==> src/rtl/gx_rst_pkg.sv <==
// Shared types and defaults for the GX channel reset sequencer.
// The output decode lives here so every state's pin levels are in one table.
package gx_rst_pkg;

    localparam int CNT_W = 16;

    localparam int DEF_PWRDN_CYCLES  = 190;
    localparam int DEF_PLL_TIMEOUT   = 50000;
    localparam int DEF_LTR_CYCLES    = 2500;
    localparam int DEF_RX_DIG_CYCLES = 200;
    localparam int DEF_MAX_RETRY     = 3;

    typedef enum logic [2:0] {
        S_PWRDN     = 3'd0,
        S_WAIT_PLL  = 3'd1,
        S_TX_REL    = 3'd2,
        S_RX_ANA    = 3'd3,
        S_WAIT_FREQ = 3'd4,
        S_RX_DIG    = 3'd5,
        S_READY     = 3'd6,
        S_FAULT     = 3'd7
    } state_e;

    typedef struct packed {
        logic gxb_powerdown;
        logic pll_areset;
        logic tx_digitalreset;
        logic rx_analogreset;
        logic rx_digitalreset;
        logic rx_locktorefclk;
        logic rx_locktodata;
        logic ready;
        logic fault;
    } outs_t;

    function automatic outs_t decode_outs(state_e s);
        outs_t o;
        o.gxb_powerdown   = (s == S_PWRDN) || (s == S_FAULT);
        o.pll_areset      = (s == S_PWRDN) || (s == S_FAULT);
        o.tx_digitalreset = s inside {S_PWRDN, S_WAIT_PLL, S_FAULT};
        o.rx_analogreset  = s inside {S_PWRDN, S_WAIT_PLL, S_TX_REL, S_FAULT};
        o.rx_digitalreset = (s != S_READY);
        o.rx_locktodata   = s inside {S_WAIT_FREQ, S_RX_DIG, S_READY};
        o.rx_locktorefclk = !(s inside {S_WAIT_FREQ, S_RX_DIG, S_READY});
        o.ready           = (s == S_READY);
        o.fault           = (s == S_FAULT);
        return o;
    endfunction

endpackage

==> src/rtl/gx_sync2.sv <==
// Two-flop level synchronizer for the asynchronous lock indicators.
module gx_sync2 (
    input  logic clk,
    input  logic rst,
    input  logic d_i,
    output logic q_o
);

    logic meta_q;
    logic sync_q;

    always_ff @(posedge clk or posedge rst) begin
        if (rst) begin
            meta_q <= 1'b0;
            sync_q <= 1'b0;
        end else begin
            meta_q <= d_i;
            sync_q <= meta_q;
        end
    end

    assign q_o = sync_q;

endmodule

==> src/rtl/gx_reset_sequencer.sv <==
// Handshake-driven reset and CDR-mode sequencer for one transceiver channel.
// Outputs are registered decodes of the next state, so they move on the entry edge.
module gx_reset_sequencer
    import gx_rst_pkg::*;
#(
    parameter int unsigned PWRDN_CYCLES  = DEF_PWRDN_CYCLES,
    parameter int unsigned PLL_TIMEOUT   = DEF_PLL_TIMEOUT,
    parameter int unsigned LTR_CYCLES    = DEF_LTR_CYCLES,
    parameter int unsigned RX_DIG_CYCLES = DEF_RX_DIG_CYCLES,
    parameter int unsigned MAX_RETRY     = DEF_MAX_RETRY
) (
    input  logic       clk,
    input  logic       rst,
    input  logic       gxb_pwrdn_in,
    input  logic       pll_locked,
    input  logic       rx_freqlocked,
    input  logic       reconfig_busy,
    output logic       gxb_powerdown,
    output logic       pll_areset,
    output logic       tx_digitalreset,
    output logic       rx_analogreset,
    output logic       rx_digitalreset,
    output logic       rx_locktorefclk,
    output logic       rx_locktodata,
    output logic       ready,
    output logic       fault,
    output logic [1:0] retry_cnt
);

    localparam logic [CNT_W-1:0] PWRDN_LAST  = CNT_W'(PWRDN_CYCLES - 1);
    localparam logic [CNT_W-1:0] PLL_LAST    = CNT_W'(PLL_TIMEOUT - 1);
    localparam logic [CNT_W-1:0] LTR_LAST    = CNT_W'(LTR_CYCLES - 1);
    localparam logic [CNT_W-1:0] RX_DIG_LAST = CNT_W'(RX_DIG_CYCLES - 1);
    localparam logic [1:0]       RETRY_LIMIT = 2'(MAX_RETRY);

    logic pll_locked_s;
    logic rx_freqlocked_s;

    gx_sync2 u_sync_pll (
        .clk (clk),
        .rst (rst),
        .d_i (pll_locked),
        .q_o (pll_locked_s)
    );

    gx_sync2 u_sync_freq (
        .clk (clk),
        .rst (rst),
        .d_i (rx_freqlocked),
        .q_o (rx_freqlocked_s)
    );

    state_e           state_q, state_d;
    logic [CNT_W-1:0] cnt_q;
    logic [1:0]       retry_q, retry_d;
    outs_t            outs_q;

    // Global exits are checked first so a simultaneous timer expiry is dropped.
    always_comb begin
        state_d = state_q;
        retry_d = retry_q;
        if (gxb_pwrdn_in && (state_q != S_PWRDN)) begin
            state_d = S_PWRDN;
            if (state_q == S_FAULT) begin
                retry_d = 2'd0;
            end
        end else if (!pll_locked_s &&
                     (state_q inside {S_TX_REL, S_RX_ANA, S_WAIT_FREQ, S_RX_DIG, S_READY})) begin
            state_d = S_WAIT_PLL;
        end else if (!rx_freqlocked_s && (state_q == S_READY)) begin
            state_d = S_RX_ANA;
        end else begin
            unique case (state_q)
                S_PWRDN:     if (!gxb_pwrdn_in && (cnt_q == PWRDN_LAST)) state_d = S_WAIT_PLL;
                S_WAIT_PLL: begin
                    if (pll_locked_s) begin
                        state_d = S_TX_REL;
                    end else if (cnt_q == PLL_LAST) begin
                        retry_d = retry_q + 2'd1;
                        state_d = (retry_d == RETRY_LIMIT) ? S_FAULT : S_PWRDN;
                    end
                end
                S_TX_REL:    if (!reconfig_busy) state_d = S_RX_ANA;
                S_RX_ANA:    if (cnt_q == LTR_LAST) state_d = S_WAIT_FREQ;
                S_WAIT_FREQ: if (rx_freqlocked_s) state_d = S_RX_DIG;
                S_RX_DIG: begin
                    if (!rx_freqlocked_s)           state_d = S_RX_ANA;
                    else if (cnt_q == RX_DIG_LAST) state_d = S_READY;
                end
                S_READY:     state_d = S_READY;
                S_FAULT:     state_d = S_FAULT;
                default:     state_d = S_PWRDN;
            endcase
        end
        // Reaching link-up counts as a clean start.
        if (state_d == S_READY) begin
            retry_d = 2'd0;
        end
    end

    // A held powerdown request pins the counter so the full hold restarts on release.
    always_ff @(posedge clk or posedge rst) begin
        if (rst) begin
            state_q <= S_PWRDN;
            cnt_q   <= '0;
            retry_q <= 2'd0;
            outs_q  <= decode_outs(S_PWRDN);
        end else begin
            state_q <= state_d;
            retry_q <= retry_d;
            outs_q  <= decode_outs(state_d);
            if ((state_d != state_q) || ((state_q == S_PWRDN) && gxb_pwrdn_in)) begin
                cnt_q <= '0;
            end else begin
                cnt_q <= cnt_q + CNT_W'(1);
            end
        end
    end

    assign gxb_powerdown   = outs_q.gxb_powerdown;
    assign pll_areset      = outs_q.pll_areset;
    assign tx_digitalreset = outs_q.tx_digitalreset;
    assign rx_analogreset  = outs_q.rx_analogreset;
    assign rx_digitalreset = outs_q.rx_digitalreset;
    assign rx_locktorefclk = outs_q.rx_locktorefclk;
    assign rx_locktodata   = outs_q.rx_locktodata;
    assign ready           = outs_q.ready;
    assign fault           = outs_q.fault;
    assign retry_cnt       = retry_q;

endmodule

==> config.mk <==
export PLATFORM = sky130hd
export DESIGN_NAME = gx_reset_sequencer
export DESIGN_NICKNAME = d
export VERILOG_FILES = /design/src/rtl/gx_rst_pkg.sv /design/src/rtl/gx_sync2.sv /design/src/rtl/gx_reset_sequencer.sv
export SDC_FILE = /design/constraint.sdc
export NUM_CORES = 1
export LEC_CHECK = 0
export BUFFER_PORTS_ARGS = -buffer_cell sky130_fd_sc_hd__buf_2
export CAP_MARGIN = 0
export CORE_ASPECT_RATIO = 0.9
export CORE_UTILIZATION = 55
export DETAILED_ROUTE_END_ITERATION = 10
export PLACE_DENSITY = 0.74
export RECOVER_POWER = 25
export SLEW_MARGIN = 0
export SYNTH_ARGS = -nofsm -noshare
export SYNTH_HDL_FRONTEND = slang
export SYNTH_SLANG_ARGS = --single-unit
==> constraint.sdc <==
create_clock -name clk -period 6.4 [get_ports clk]
set_input_delay 0 -clock clk [delete_from_list [all_inputs] [get_ports clk]]
set_output_delay 0 -clock clk [all_outputs]
set_load 0.02 [all_outputs]
=== Yosys cells after proc, flatten, opt, wreduce, memory -nomap -nowiden ===
Index checks and enable logic that the tools add are counted.

* Latch bits: 0
* Word-level logic and storage cells: 84
* Input port bits: 6
* Bits in writable memories: 0
* Register bits: 33
* Bits in read-only memories: 0
* Memories kept: 0
* Output and inout bits: 11

* $mul: 0
* Div/mod/pow operators: 0
* Bitwise operators: 0
* Mux-type cells: 22
* Equal/unequal tests: 24
* Add/subtract/negate cells: 2
* Reduce and logical (&&, ||, !) cells: 21
* Shifts and indexed selects: 0
* Order comparisons: 0

{| class="wikitable"
|+ Operators by type and width
! kind !! number
|-
| $mux 3 || 12
|-
| $eq 16x8->1 const B || 2
|-
| $eq 3x3->1 const B || 8
|-
| $pmux 3 s8 || 1
|-
| $add 16x1->16 const B || 1
|-
| $eq 16x12->1 const B || 1
|-
| $eq 16x16->1 const B || 1
|-
| $mux 16 || 1
|-
| $mux 2 || 8
|-
| $reduce_bool 3->1 || 5
|-
| $eq 3x2->1 const B || 3
|-
| $eq 3x1->1 const B || 2
|-
| $logic_not 3->1 || 2
|-
| $ne 3x2->1 const B || 2
|-
| $ne 3x3->1 const B || 2
|-
| $reduce_and 6->1 || 1
|-
| $logic_and 1x1->1 || 5
|-
| $reduce_bool 5->1 || 1
|-
| $logic_not 1->1 || 4
|-
| $reduce_bool 4->1 || 1
|-
| $ne 3x1->1 const B || 1
|-
| $ne 3x3->1 || 1
|-
| $add 2x1->2 const B || 1
|-
| $eq 2x2->1 const B || 1
|-
| $logic_or 1x1->1 || 2
|}

=== Logic depth before layout (Yosys ltp) ===
* Depth after elaboration: 12
* Gate-level depth with buffers: 10
* Depth with buffers taken out: 8

=== By module ===
A second synthesis with hierarchy kept.

* Cells, all modules: 196
* Area total of the unflattened synthesis: 1814.2 um2

{| class="wikitable"
|+ Modules (own cells, without submodules)
! module !! area an instance (um2) !! cells each !! seq. area each (um2) !! times used
|-
| gx_reset_sequencer || 1706.6 || 190 || 732.0 || 1
|-
| gx_sync2 || 53.8 || 3 || 50.0 || 2
|}

=== Least setup slack after synthesis ===
No wires, ideal clock.

* Path kind: register to register
* Start point: register cnt_q[10]
* End point: register retry_q[0], in the netlist retry_cnt[0]
* Required time: 6273 ps
* Setup slack: 3868 ps
* Clock period less this slack: 2532 ps
* Buffers on the path: 0
* Arrival time: 2405 ps
* Stages on the path, launching flop included: 8
* Library setup time: 127 ps
* Path through: dfrtp_1 -> or4_4 -> or4_4 -> or4_4 -> o21ai_2 -> and2_1 -> and2_4 -> o41ai_1

* Longest elaborated chain between the ends: 10
* Elaborated cells on any way between the ends: 24
* Those cells by class: eq/ne: 9; mux: 11; reduce/logical: 4

{| class="wikitable"
|+ RTL lines
! element !! RTL line !! text
|-
| start: declaration || gx_reset_sequencer.sv:54 || <nowiki>logic [CNT_W-1:0] cnt_q;</nowiki>
|-
| start signal: assignment || gx_reset_sequencer.sv:115 || <nowiki>cnt_q <= cnt_q + CNT_W'(1);</nowiki>
|-
| $eq 16x8->1, or another cell as far along || gx_reset_sequencer.sv:88 || <nowiki>else if (cnt_q == RX_DIG_LAST) state_d = S_READY;</nowiki>
|-
| $mux 3, or another cell as far along || gx_reset_sequencer.sv:88 ||
|-
| $mux 3, on equally long branches || gx_reset_sequencer.sv:87, gx_reset_sequencer.sv:74, gx_reset_sequencer.sv:76 ||
|-
| $pmux 3 s8 * || gx_reset_sequencer.sv:73 || <nowiki>unique case (state_q)</nowiki>
|-
| $mux 3 * || gx_reset_sequencer.sv:70 || <nowiki>end else if (!rx_freqlocked_s && (state_q == S_READY)) begin</nowiki>
|-
| $mux 3 * || gx_reset_sequencer.sv:67 || <nowiki>end else if (!pll_locked_s &&</nowiki>
|-
| $mux 3 * || gx_reset_sequencer.sv:62 || <nowiki>if (gxb_pwrdn_in && (state_q != S_PWRDN)) begin</nowiki>
|-
| named net state_d[2] || gx_reset_sequencer.sv:53 || <nowiki>state_e state_q, state_d;</nowiki>
|-
| $eq 3x3->1 * || gx_reset_sequencer.sv:96 || <nowiki>if (state_d == S_READY) begin</nowiki>
|-
| $ne 3x1->1 (no line), or another cell as far along || - ||
|-
| $reduce_and 6->1 (no line) || - ||
|-
| end signal: assignment || gx_reset_sequencer.sv:110 || <nowiki>retry_q <= retry_d;</nowiki>
|-
| end: declaration || gx_reset_sequencer.sv:55 || <nowiki>logic [1:0] retry_q, retry_d;</nowiki>
|}

Mark *: on every way through the listed nets, which the timed path passes. The rest lies on a longest branch.
A chain may end at the register's enable or synchronous reset.

=== Worst setup path in the final report ===
* Start point: register cnt_q[0]
* End point: register cnt_q[6]

* Longest elaborated chain between the ends: 10
* Elaborated cells on any way between the ends: 19
* Those cells by class: add/sub: 1; eq/ne: 5; mux: 11; reduce/logical: 2

{| class="wikitable"
|+ RTL lines
! element !! RTL line !! text
|-
| $eq 16x8->1, or another cell as far along || gx_reset_sequencer.sv:88 ||
|-
| $mux 3, or another cell as far along || gx_reset_sequencer.sv:88 ||
|-
| $mux 3, on equally long branches || gx_reset_sequencer.sv:87, gx_reset_sequencer.sv:74, gx_reset_sequencer.sv:76 ||
|-
| $pmux 3 s8 || gx_reset_sequencer.sv:73 ||
|-
| $mux 3 || gx_reset_sequencer.sv:70 ||
|-
| $mux 3 || gx_reset_sequencer.sv:67 ||
|-
| $mux 3 || gx_reset_sequencer.sv:62 ||
|-
| $ne 3x3->1 || gx_reset_sequencer.sv:112 || <nowiki>if ((state_d != state_q) || ((state_q == S_PWRDN) && gxb_pwrdn_in)) begin</nowiki>
|-
| $logic_or 1x1->1 || gx_reset_sequencer.sv:112 ||
|-
| $mux 16 * || gx_reset_sequencer.sv:112 ||
|}

Mark *: on every way between the ends. The rest lies on a longest branch, timed or not.

==> reports/qor.csv <==
stage;metric;value;unit
final_layout;Final Util;63.37;%
timing;fmax;335.7;MHz
final_layout;Final #Nets;247;
final_layout;most frequent cells in the layout;32 x nor2_1, 29 x nand2_1, 28 x dfrtp_1;
final_layout;non-filler cells, final;283;
critical_path;R2R setup slack;3.42;ns
drt;Wirelength per Cell;14.08;um
drt;post-route ant nets;0;
final_layout;most common cell after layout, fill and taps aside;nor2_1;
logic_synthesis;syn avg cell area;9.102;um^2
final_layout;sequential cell area;832.0;um^2
placed_design;Inst Count DP;272;
floorplanning;Die Width;65.89;um
job;Max Cap Viol;1;
logic_synthesis;Most used DFF post-synth;dfrtp_1;
final_layout;Most flops, register;cnt_q;
clocking;CTS H-Tree Depth;2;
critical_path;data required time of the critical path;6.53;ns
clocking;CTS tree;built;
drt;iteration count of the initial detailed-routing pass;4;
logic_synthesis;mux cell area share after synthesis;0.5573;%
floorplanning;Starting Density;58.51;%
drt;Vias;1599;
critical_path;slowest stage delay, CP;0.62;ns
drt;drt drc;0;
logic_synthesis;Synth Area in XOR/XNOR;6.935;%
critical_path;Critical Path AT;3.11;ns
grt;largest net degree at the start of global routing;34;
grt;gr usage total;23.33;%
timing;minimum clock period;2.979;ns
logic_synthesis;Synth Area in Compound Gates;13.50;%
power;leak pwr;0.0009593;uW
critical_path;critical path type;reg2reg;
grt;total gr overflow;0;
grt;first-pass GRT wire length;6831;um
clocking;total CTS buffers;5;
critical_path;CP endpoint kind;flop;
timing;RSZ-0062 raised after global routing;false;
final_layout;Synth-to-Final Area Change;8.297;%
timing;Worst Skew;0.008071;ns
floorplanning;DIE AREA;0.003921;mm^2
run_status;outcome;finished, violations left;
drt;Initial DRC Count;76;
power;Peak VDD IR;169.2;uV
floorplanning;Chip Height;59.51;um
final_layout;multi-input logic area;0.001065;mm^2
logic_synthesis;Yosys warning count;0;
timing;Worst Tran Pin Value;1.751;ns
power;Net Sw Frac;24.83;%
power;Sw Pwr;103.6;uW
logic_synthesis;Cells after Synth;222;
logic_synthesis;Seq/Total Area, Yosys;41.18;%
logic_synthesis;async set-reset flop share out of synthesis;100.0;%
drt;Routed WL;3986;um
drt;via-per-instance ratio;5.650;
clocking;root buffer cell;clkbuf_8;
critical_path;crit-path cells;ha_1, or3b_2, or4_1, a31oi_1, nand3_1, a2bb2oi_2, nor2_1;
logic_synthesis;synthesized area;0.002021;mm^2
logic_synthesis;Synth Register Bits;33;
clocking;Clk Latency, worst-skew pair;0.27;ns
logic_synthesis;post-synthesis adder-cell area fraction;1.858;%
timing;slew margin rel.;-16.77;%
power;pwr/cell area;190.6;mW/mm^2
critical_path;crit-path max FO;16;
timing;Hold Violations, Final;0;
grt;antenna violations before repair;0;
power;Comb pwr share;10.5;%
power;P_int;313.6;uW
run_status;failing checks;capacitance limit, slew limit;
clocking;CTS max path bufs;2;
power;sequential power share;55.1;%
min_path;worst min path class;in2reg;
floorplanning;# rows;20;
clocking;Setup Fix Bufs, Post-CTS;0;
critical_path;Crit-path slowest cell;a2bb2oi_2;
placed_design;# port buffers;16;
logic_synthesis;combinational family with the most area after synthesis;simple AND/OR/NAND/NOR gates;
power;clock share of power;34.4;%
grt;vias in the first global route;1479;
logic_synthesis;Yosys cell types;56;
timing;max-slew violations;34;
floorplanning;I/O Pins;17;
timing;fin crit share;46.55;%
critical_path;Setup crit start kind;flop;
clocking;TritonCTS Sinks;33;
final_layout;fill count;304;
clocking;clock slew at reported path FFs;0.07;ns
logic_synthesis;Post-Synth Simple-Gate Area;29.85;%
logic_synthesis;Net Count, Synth;231;
timing;final setup fails;0;
floorplanning;CORE AREA;0.003453;mm^2
timing;total negative slack;0;ns
logic_synthesis;Post-synth EDFFs;0;
placed_design;RD Place Congestion;0.8786;
placed_design;hpwl dp;2809;um
final_layout;max reg flops;16;
final_layout;share of cells above drive strength 1;17.57;%
final_layout;# diodes;0;
cell type report:
| cell class | instances | area share (%) |
|---|---|---|
| Clock buffer | 7 | 3.488 |
| Clock inverter | 1 | 0.2287 |
| Inverter | 11 | 1.887 |
| Multi-Input combinational cell | 167 | 48.66 |
| Sequential cell | 33 | 38.02 |
| Tap cell | 44 | 2.516 |
| Timing Repair Buffer | 20 | 5.203 |
Yosys cell counts (2+ instances only):
cell type   n  area [um^2]
or4_4       3        33.78
buf_6       3        33.78
nand4b_1    3        26.28
a21oi_1    10        50.05
a221oi_1    2        17.52
nand3_1     8        40.04
and4_1      2        17.52
xor2_1      7        61.31
and2_1      2        12.51
o21bai_1    2        15.01
nor3b_1     2        15.01
nand2_1    29        108.9
inv_1      11        41.29
dfrtp_1    28        700.7
nand4_1     2        12.51
nor2_1     32        120.1
xnor2_1     9        78.83
o21ai_0     3        15.01
nand2b_1    3        18.77
buf_4       4        30.03
clkbuf_1    3        11.26
a31oi_1     3        18.77
ha_1        3        37.54
nand3b_1    3        22.52
and3_1      3        18.77
nor3_1      4        20.02
dfstp_2     5        131.4
nor2b_1     3        18.77
or4_1       3        22.52
worst paths after layout:
path | start | end | cells past startpoint
worst max-delay path | cnt_q[0]$_DFF_PP0_ | cnt_q[6]$_DFF_PP0_ | 7
worst min register to register | u_sync_freq.meta_q$_DFF_PP0_ | u_sync_freq.q_o$_DFF_PP0_ | 0
min in group asynchronous | rst | fault$_DFF_PP0_ | 4
max in group asynchronous | rst | cnt_q[0]$_DFF_PP0_ | 4
worst min-delay path | gxb_pwrdn_in | pll_areset$_DFF_PP1_ | 3
worst max register to register | cnt_q[0]$_DFF_PP0_ | cnt_q[6]$_DFF_PP0_ | 7
routing by layer:
| metal | GRT usage (%) | wire (um) | vias to the layer above |
|---|---|---|---|
| met5 | 0 | 0 | - |
| met4 | 5.590 | 21 | 0 |
| met3 | 5.385 | 197 | 2 |
| met2 | 36.59 | 1826 | 47 |
| met1 | 32.72 | 1940 | 743 |
| li1 | - | - | 807 |
worst max-delay path: cells and delay by family, from the launching register on:
| family | cells | cell delay [ns] |
|---|---|---|
| flip-flops | 1 | 0.41 |
| AND/OR/NAND/NOR | 4 | 1.26 |
| AO/OA/AOI/OAI | 2 | 0.89 |
| adder cells (fa/ha/maj) | 1 | 0.28 |
what timing repair did:
item | 4_1_cts | 5_1_grt
gates resized for setup | 0 | 0
endpoints found under the setup margin | 0 | 0
endpoints found under the hold margin | 30 | 0
hold buffers | 3 | 0
cell families (layout without fill, tap and decap cells):
family / Yosys count / count (layout)
xor+xnor: 16 / 16
fa+ha+maj: 3 / 3
compound gates: 35 / 35
simple gates: 112 / 112
buf+inv: 22 / 39
mux: 1 / 1
flops: 33 / 33
through the flow:
step | worst slack [ns] | hold slack (ns) | cell area [um^2] | power, uW
2_1_floorplan | 3.868 | 0.03143 | 2021 | 263.9
3_3_place_gp | 3.533 | 0.1010 | 2081 | 274.6
3_5_place_dp | 3.434 | 0.1049 | 2081 | 275.7
4_1_cts | 3.429 | 0.1104 | 2192 | 423.1
5_1_grt | 3.196 | 0.1648 | 2188 | 437.6
6_report | 3.421 | 0.1236 | 2188 | 417.1
power groups by stage:
stage / logic [uW] / clock network [uW] / registers, uW
floorplan: 30.6 / 0 / 233
global placement: 41.8 / 0 / 233
detailed placement: 42.5 / 0 / 233
CTS: 45.0 / 149 / 229
global route: 50.1 / 156 / 231
finish: 43.9 / 143 / 230
Note: power is estimated with default switching activity, not from simulation.
